## src/rtl/serial_alu_sequencer_if.sv

```systemverilog
// Request/result handshake bundle for the bit-serial ALU sequencer.
// The slave modport is the sequencer. The master modport is the datapath that issues operations.
interface serial_alu_sequencer_if #(
  parameter int unsigned WIDTH = 32
);
  logic             in_valid;
  logic             in_ready;
  logic [5:0]       ctl;
  logic [WIDTH-1:0] a;
  logic [WIDTH-1:0] b;
  logic             out_valid;
  logic             out_ready;
  logic [WIDTH-1:0] result;
  logic             cout;
  logic             ovf;
  logic             zero;
  logic             err;

  modport slave (
    input  in_valid, ctl, a, b, out_ready,
    output in_ready, out_valid, result, cout, ovf, zero, err
  );

  modport master (
    output in_valid, ctl, a, b, out_ready,
    input  in_ready, out_valid, result, cout, ovf, zero, err
  );
endinterface

```

## src/rtl/serial_alu_sequencer.sv

```systemverilog
// Bit-serial ALU: runs one 1-bit slice for WIDTH cycles, LSB first.
// Supported funct codes are ADD/SUB/AND/OR/SLT. Any other code executes as ADD and sets err.
module serial_alu_sequencer #(
  parameter int unsigned WIDTH = 32
) (
  input  logic                 clk,
  input  logic                 rst,
  serial_alu_sequencer_if.slave bus
);
  localparam int unsigned CW = $clog2(WIDTH);
  localparam logic [5:0] F_ADD = 6'd32;
  localparam logic [5:0] F_SUB = 6'd34;
  localparam logic [5:0] F_AND = 6'd36;
  localparam logic [5:0] F_OR  = 6'd37;
  localparam logic [5:0] F_SLT = 6'd42;

  typedef enum logic [1:0] {IDLE, RUN, DONE} state_t;

  state_t           state_q, state_d;
  logic [WIDTH-1:0] a_reg, b_reg, result_sr;
  logic [5:0]       ctl_reg, s_ctl;
  logic             invb, carry, legal, last;
  logic [CW-1:0]    cnt;
  logic             s_a, s_b, s_sum, s_cout, v;
  logic [WIDTH-1:0] full, fin_res, res_q;
  logic             fin_cout, fin_ovf;
  logic             cout_q, ovf_q, zero_q, err_q;

  // One-bit slice. Its carry chain is evaluated for every op, but AND and OR discard the final carry.
  always_comb begin
    legal = ctl_reg inside {F_ADD, F_SUB, F_AND, F_OR, F_SLT};
    s_ctl = legal ? ctl_reg : F_ADD;
    s_a   = a_reg[cnt];
    s_b   = b_reg[cnt] ^ invb;
    case (s_ctl)
      F_AND:   s_sum = s_a & s_b;
      F_OR:    s_sum = s_a | s_b;
      default: s_sum = s_a ^ s_b ^ carry;
    endcase
    s_cout = (s_a & s_b) | (s_a & carry) | (s_b & carry);
  end

  // Result/flag formation at the MSB bit. Here, carry is the MSB carry-in.
  always_comb begin
    last     = (state_q == RUN) && (cnt == CW'(WIDTH - 1));
    full     = result_sr | (WIDTH'(s_sum) << (WIDTH - 1));
    v        = carry ^ s_cout;
    fin_res  = full;
    fin_cout = s_cout;
    fin_ovf  = 1'b0;
    case (s_ctl)
      F_ADD, F_SUB: fin_ovf  = v;
      F_AND, F_OR:  fin_cout = 1'b0;
      F_SLT:        fin_res  = WIDTH'(s_sum ^ v);
      default:      fin_ovf  = 1'b0;
    endcase
  end

  always_ff @(posedge clk) begin
    if (rst) state_q <= IDLE;
    else     state_q <= state_d;
  end

  always_comb begin
    state_d = state_q;
    case (state_q)
      IDLE:    if (bus.in_valid) state_d = RUN;
      RUN:     if (last) state_d = DONE;
      DONE:    if (bus.out_ready) state_d = IDLE;
      default: state_d = IDLE;
    endcase
  end

  always_ff @(posedge clk) begin
    if (rst) begin
      a_reg     <= '0;
      b_reg     <= '0;
      ctl_reg   <= '0;
      invb      <= 1'b0;
      carry     <= 1'b0;
      cnt       <= '0;
      result_sr <= '0;
      res_q     <= '0;
      cout_q    <= 1'b0;
      ovf_q     <= 1'b0;
      zero_q    <= 1'b0;
      err_q     <= 1'b0;
    end else begin
      case (state_q)
        IDLE: begin
          if (bus.in_valid) begin
            a_reg     <= bus.a;
            b_reg     <= bus.b;
            ctl_reg   <= bus.ctl;
            invb      <= (bus.ctl == F_SUB) || (bus.ctl == F_SLT);
            carry     <= (bus.ctl == F_SUB) || (bus.ctl == F_SLT);
            cnt       <= '0;
            result_sr <= '0;
          end
        end
        RUN: begin
          result_sr[cnt] <= s_sum;
          carry          <= s_cout;
          if (last) begin
            cnt    <= '0;
            res_q  <= fin_res;
            cout_q <= fin_cout;
            ovf_q  <= fin_ovf;
            zero_q <= (fin_res == '0);
            err_q  <= ~legal;
          end else begin
            cnt <= cnt + CW'(1);
          end
        end
        default: ;
      endcase
    end
  end

  assign bus.in_ready  = (state_q == IDLE) & ~rst;
  assign bus.out_valid = (state_q == DONE);
  assign bus.result    = res_q;
  assign bus.cout      = cout_q;
  assign bus.ovf       = ovf_q;
  assign bus.zero      = zero_q;
  assign bus.err       = err_q;
endmodule

```

## src/flat_wrapper.sv

```systemverilog
// flat-port wrapper written by rule: the top's interface ports become plain ports
module serial_alu_sequencer_flat 
#(
  parameter int unsigned WIDTH = 32
)
  (clk, rst, bus_in_valid, bus_ctl, bus_a, bus_b, bus_out_ready, bus_in_ready, bus_out_valid, bus_result, bus_cout, bus_ovf, bus_zero, bus_err);
  serial_alu_sequencer_if #(.WIDTH(WIDTH)) bus_i ();
  input  logic clk;
  input  logic rst;
  input wire logic [$bits(bus_i.in_valid)-1:0] bus_in_valid;
  input wire logic [$bits(bus_i.ctl)-1:0] bus_ctl;
  input wire logic [$bits(bus_i.a)-1:0] bus_a;
  input wire logic [$bits(bus_i.b)-1:0] bus_b;
  input wire logic [$bits(bus_i.out_ready)-1:0] bus_out_ready;
  output wire logic [$bits(bus_i.in_ready)-1:0] bus_in_ready;
  output wire logic [$bits(bus_i.out_valid)-1:0] bus_out_valid;
  output wire logic [$bits(bus_i.result)-1:0] bus_result;
  output wire logic [$bits(bus_i.cout)-1:0] bus_cout;
  output wire logic [$bits(bus_i.ovf)-1:0] bus_ovf;
  output wire logic [$bits(bus_i.zero)-1:0] bus_zero;
  output wire logic [$bits(bus_i.err)-1:0] bus_err;
  assign bus_i.in_valid = bus_in_valid;
  assign bus_i.ctl = bus_ctl;
  assign bus_i.a = bus_a;
  assign bus_i.b = bus_b;
  assign bus_i.out_ready = bus_out_ready;
  assign bus_in_ready = bus_i.in_ready;
  assign bus_out_valid = bus_i.out_valid;
  assign bus_result = bus_i.result;
  assign bus_cout = bus_i.cout;
  assign bus_ovf = bus_i.ovf;
  assign bus_zero = bus_i.zero;
  assign bus_err = bus_i.err;
  serial_alu_sequencer #(.WIDTH(WIDTH)) u_core (.clk(clk), .rst(rst), .bus(bus_i));
endmodule
```

## config.mk

```make
export PLATFORM = sky130hd
export DESIGN_NAME = serial_alu_sequencer_flat
export DESIGN_NICKNAME = d
export VERILOG_FILES = /design/src/rtl/serial_alu_sequencer_if.sv /design/src/rtl/serial_alu_sequencer.sv /design/src/flat_wrapper.sv
export SDC_FILE = /design/constraint.sdc
export NUM_CORES = 1
export LEC_CHECK = 0
export ABC_CLOCK_PERIOD_IN_PS = 3200
export BUFFER_PORTS_ARGS = -buffer_cell sky130_fd_sc_hd__clkbuf_2
export CORE_MARGIN = 2
export CORE_UTILIZATION = 39
export DETAILED_ROUTE_END_ITERATION = 6
export HOLD_SLACK_MARGIN = 0.08
export MAX_ROUTING_LAYER = met4
export SLEW_MARGIN = 30
export SYNTH_ARGS = -nofsm -noshare
export SYNTH_HDL_FRONTEND = slang
export SYNTH_SLANG_ARGS = --single-unit
```

## constraint.sdc

```tcl
create_clock -name clk -period 3.2 [get_ports clk]
set_clock_uncertainty 0.2 [all_clocks]
set_input_delay 0.64 -clock clk [delete_from_list [all_inputs] [get_ports clk]]
set_output_delay 0.64 -clock clk [all_outputs]
set_load 0.03 [all_outputs]
```

==> results.ini <==
[status]
status = finished with violations
violations = negative setup slack

[cts]
cts-buffers-inserted = 17
cts.reportedPaths.clkPinSlew_ps = 60
number_of_hold_buffers_added_after_cts = 0
cts_tree = built
tritoncts_num_sinks = 147
skew_pair_late_insertion_delay_ps = 430
cts.root.buffer_cell = sky130_fd_sc_hd__clkbuf_16
htree_num_levels = 4
buffers_from_clock_root_to_sink_at_most = 2

[setup_path]
critPathLaunchType = flip-flop
crit_family = simple AND/OR/NAND/NOR gates
critical_path.max_fanout = 22
cell_by_cell_trace_of_the_critical_path = buf_12, mux2i_2, o22ai_1, or4_4, a21oi_4, xor2_2, fa_1, mux2_4, buf_12, or3_4, a21oi_2
worstSetupPathType = reg -> reg
cpMostUsedCell = sky130_fd_sc_hd__buf_12
cp.required_ps = 3350
worst_r2r_endpoint = u_core.result_sr[10]$_SDFFE_PP0P_
r2r_setup_slack_ps = -210
timing.critical_path.to_type = flip-flop
worstReg2RegStart = u_core.cnt[1]$_SDFFE_PP0P_
worstPathBufferInverterCount = 2
reg2regPathDepth = 11
critPathMaxStageDelay_ps = 550
critical_path_arrival_ps = 3560
critPathSlowestCell = sky130_fd_sc_hd__or4_4

[yosys]
post_synth_inst_count = 776
synth-async-reset-ratio_pct = 0
share_of_synthesized_area_occupied_by_flip_flops_and_latches_pct = 46.11
synth_top_flop_cell = sky130_fd_sc_hd__dfxtp_1
synth_edf_count = 0
synth_cell_type_count = 44
cell_area_after_technology_mapping_um2 = 6382
ys_ff_latch = 147
postSynthNetCount = 858
synth-warning-count = 0
postSynthAreaPerCell_um2 = 8.225

[power_and_ir_drop]
power.density_nw_per_um2 = 557.6
power.ir.vdd_worst_uv = 400.3
cell_leakage_power_nw = 2.997
power.total_mw = 4.475

[global_route]
gr-usage-all-layers_pct = 19.30
grt_max_degree = 149
global_route.overflow_total = 0
antenna_found_initial = 0
first_global_vias = 5413
grt_first_pass_wirelength_um = 26630

[routing]
finalWirelength_um = 16100
route.detailed.drc = 0
vias = 5693
final_antenna_net_count = 0
first_iter_violations = 382
avgRoutedWirePerCell_um = 14.54
first_pass_iters = 5
vias_per_cell = 5.143

[placement]
worst_slack_after_detailed_placement_ps = -162.1
io_buffers = 111
finalWeightedCongestion = 0.8546
place_hpwl_um = 10790

[hold_path]
hold_path_class = in -> reg
whs_path_depth = 3
min_from = bus_a[10]
hold-path-endpoint = u_core.a_reg[10]$_SDFFE_PP0P_

[timing]
timing.final.crit_period_ps = 3407
final-max-slew-violation-count = 0
setup_repair_after_global_routing_missed_its_margin = yes
layout_setup_ws_ps = -206.5
totalNegativeSetupSlack_ps = -5887
timing_worst_slew_pin_value_ps = 820.7
fin_crit_sh_pct = 106.5
finalHoldViolCount = 0
setup_viol = 35
achievable-frequency_mhz = 293.6
slew_headroom_pct = 45.29

[floorplan]
die_h_um = 131.9
initial_core_util_pct = 40.03
die_area_um2 = 17400
chipWidth_um = 131.9
coreArea_um2 = 15940
floorplan.rows = 46
design.portCount = 112

[layout]
syn2layout_area_growth_pct = 25.74
finalNetCount = 960
post_route_cells_drive_above_1_share_pct = 24.58
filler_cell_count = 1578
antennaDiodeCount = 0

[flow_run]
maxCapViolations = 0

-- how the worst max path moves through the flow --
stage,cells after the start,from,slack [ps],endpoint
after floorplan,12,u_core.cnt[1]$_SDFFE_PP0P_,-70,u_core.result_sr[10]$_SDFFE_PP0P_
after global placement,12,u_core.cnt[1]$_SDFFE_PP0P_,-140,u_core.result_sr[8]$_SDFFE_PP0P_
after detailed placement,11,u_core.cnt[1]$_SDFFE_PP0P_,-160,u_core.result_sr[2]$_SDFFE_PP0P_
after CTS,11,u_core.cnt[1]$_SDFFE_PP0P_,-170,u_core.result_sr[10]$_SDFFE_PP0P_
after global routing,11,u_core.cnt[1]$_SDFFE_PP0P_,-320,u_core.result_sr[24]$_SDFFE_PP0P_
final,11,u_core.cnt[1]$_SDFFE_PP0P_,-210,u_core.result_sr[10]$_SDFFE_PP0P_
-- worst reg2reg max path: cells and delay by family, from the launching register on --
kind                       cells  cell delay [ps]
and+or+nand+nor                2              920
buffers and inverters          2              280
AOI/OAI and AO/OA              3              420
muxes                          2              520
DFF                            1              380
adders and majority gates      1              410
xor gates and xnor gates       1              200
-- cell usage in the layout, fill, tap and decap left out, types with 4 or more instances in the layout --
cell and instances:
sky130_fd_sc_hd__ha_1 7, sky130_fd_sc_hd__mux2i_1 12, sky130_fd_sc_hd__a21oi_1 138, sky130_fd_sc_hd__o21ai_1 4, sky130_fd_sc_hd__nor3_1 4, sky130_fd_sc_hd__nand2_1 183, sky130_fd_sc_hd__or3_4 5, sky130_fd_sc_hd__buf_12 6
sky130_fd_sc_hd__o21ai_0 5, sky130_fd_sc_hd__clkbuf_2 110, sky130_fd_sc_hd__buf_4 33, sky130_fd_sc_hd__o211ai_1 32, sky130_fd_sc_hd__dfxtp_1 146, sky130_fd_sc_hd__mux4_2 10, sky130_fd_sc_hd__a21oi_2 6, sky130_fd_sc_hd__inv_1 18
sky130_fd_sc_hd__o22ai_1 11, sky130_fd_sc_hd__bufinv_16 4, sky130_fd_sc_hd__nor4_1 7, sky130_fd_sc_hd__nand3_1 38, sky130_fd_sc_hd__clkbuf_16 18, sky130_fd_sc_hd__or3_1 28, sky130_fd_sc_hd__nor2_1 14
-- area by class of cell --
type / count / area (um2) / area share, %
clock buffers: 20 / 466.7 / 5.815
multi-input cells: 543 / 3142 / 39.15
repair buffers: 151 / 954.7 / 11.90
flip-flops and latches: 147 / 2947 / 36.72
clock inverters: 12 / 177.7 / 2.214
inverters: 18 / 67.56 / 0.8419
well taps: 216 / 270.3 / 3.368
-- kinds of logic (layout without fill, tap and decap cells) --
| logic type | Yosys count | in the layout | share of synthesized area, % |
|---|---|---|---|
| buf+inv | 86 | 201 | 6.234 |
| mux | 24 | 24 | 5.744 |
| fa+ha+maj | 8 | 8 | 1.686 |
| compound gates | 203 | 203 | 17.70 |
| simple gates | 304 | 304 | 21.98 |
| xor+xnor | 4 | 4 | 0.5490 |
| flops | 147 | 147 | 46.11 |
-- Yosys cell counts (3+ instances only) --
cell type / instances / area share, %
sky130_fd_sc_hd__a211oi_1: 3 / 0.35
sky130_fd_sc_hd__a21oi_1: 144 / 11
sky130_fd_sc_hd__buf_1: 4 / 0.24
sky130_fd_sc_hd__buf_2: 3 / 0.24
sky130_fd_sc_hd__buf_4: 5 / 0.59
sky130_fd_sc_hd__buf_6: 7 / 1.2
sky130_fd_sc_hd__clkbuf_1: 49 / 2.9
sky130_fd_sc_hd__dfxtp_1: 147 / 46
sky130_fd_sc_hd__ha_1: 7 / 1.4
sky130_fd_sc_hd__inv_1: 18 / 1.1
sky130_fd_sc_hd__mux2i_1: 13 / 2.0
sky130_fd_sc_hd__mux4_2: 10 / 3.5
sky130_fd_sc_hd__nand2_1: 184 / 11
sky130_fd_sc_hd__nand2b_1: 4 / 0.39
sky130_fd_sc_hd__nand3_1: 38 / 3.0
sky130_fd_sc_hd__nor2_1: 15 / 0.88
sky130_fd_sc_hd__nor2b_1: 3 / 0.29
sky130_fd_sc_hd__nor3_1: 4 / 0.31
sky130_fd_sc_hd__nor4_1: 7 / 0.69
sky130_fd_sc_hd__o211ai_1: 32 / 3.8
sky130_fd_sc_hd__o21ai_0: 6 / 0.47
sky130_fd_sc_hd__o21ai_1: 3 / 0.24
sky130_fd_sc_hd__o22ai_1: 11 / 1.1
sky130_fd_sc_hd__or3_1: 33 / 3.2
sky130_fd_sc_hd__xor2_1: 3 / 0.41
-- timing repair --
action | in CTS | in global routing
setup endpoints to repair | 35 | 36
pin swaps | 0 | 9
setup buffers | 1 | 1
gates cloned | 0 | 1
gates resized for setup | 2 | 15
-- power breakdown --
group	leakage [nW]	total, mW	internal [mW]	switching [mW]
combinational	1.48	0.396	0.173	0.223
sequential	1.20	1.92	1.88	0.0349
clock	0.316	2.16	1.37	0.791
-- layer usage --
| metal | up-vias | global-route usage, % | share of wire, % |
|---|---|---|---|
| met3 | 18 | 4.729 | 4.1 |
| met4 | 0 | 5.797 | 1.2 |
| met5 | - | - | 0 |
| met1 | 2645 | 23.92 | 45 |
| li1 | 2907 | - | - |
| met2 | 123 | 31.19 | 49 |
-- per-stage QoR --
step	utilization, %	instance area [um2]	cells	hold WS, ps
after floorplan	-	6440	776	233.1
after CTS	49.70	7924	1105	219.3
after global placement	45.59	7268	1072	239.8
final	50.34	8025	1107	229.2
after global routing	50.34	8025	1107	227.3
after detailed placement	45.59	7268	1072	242.1
Note: power is estimated with default switching activity, not from simulation.
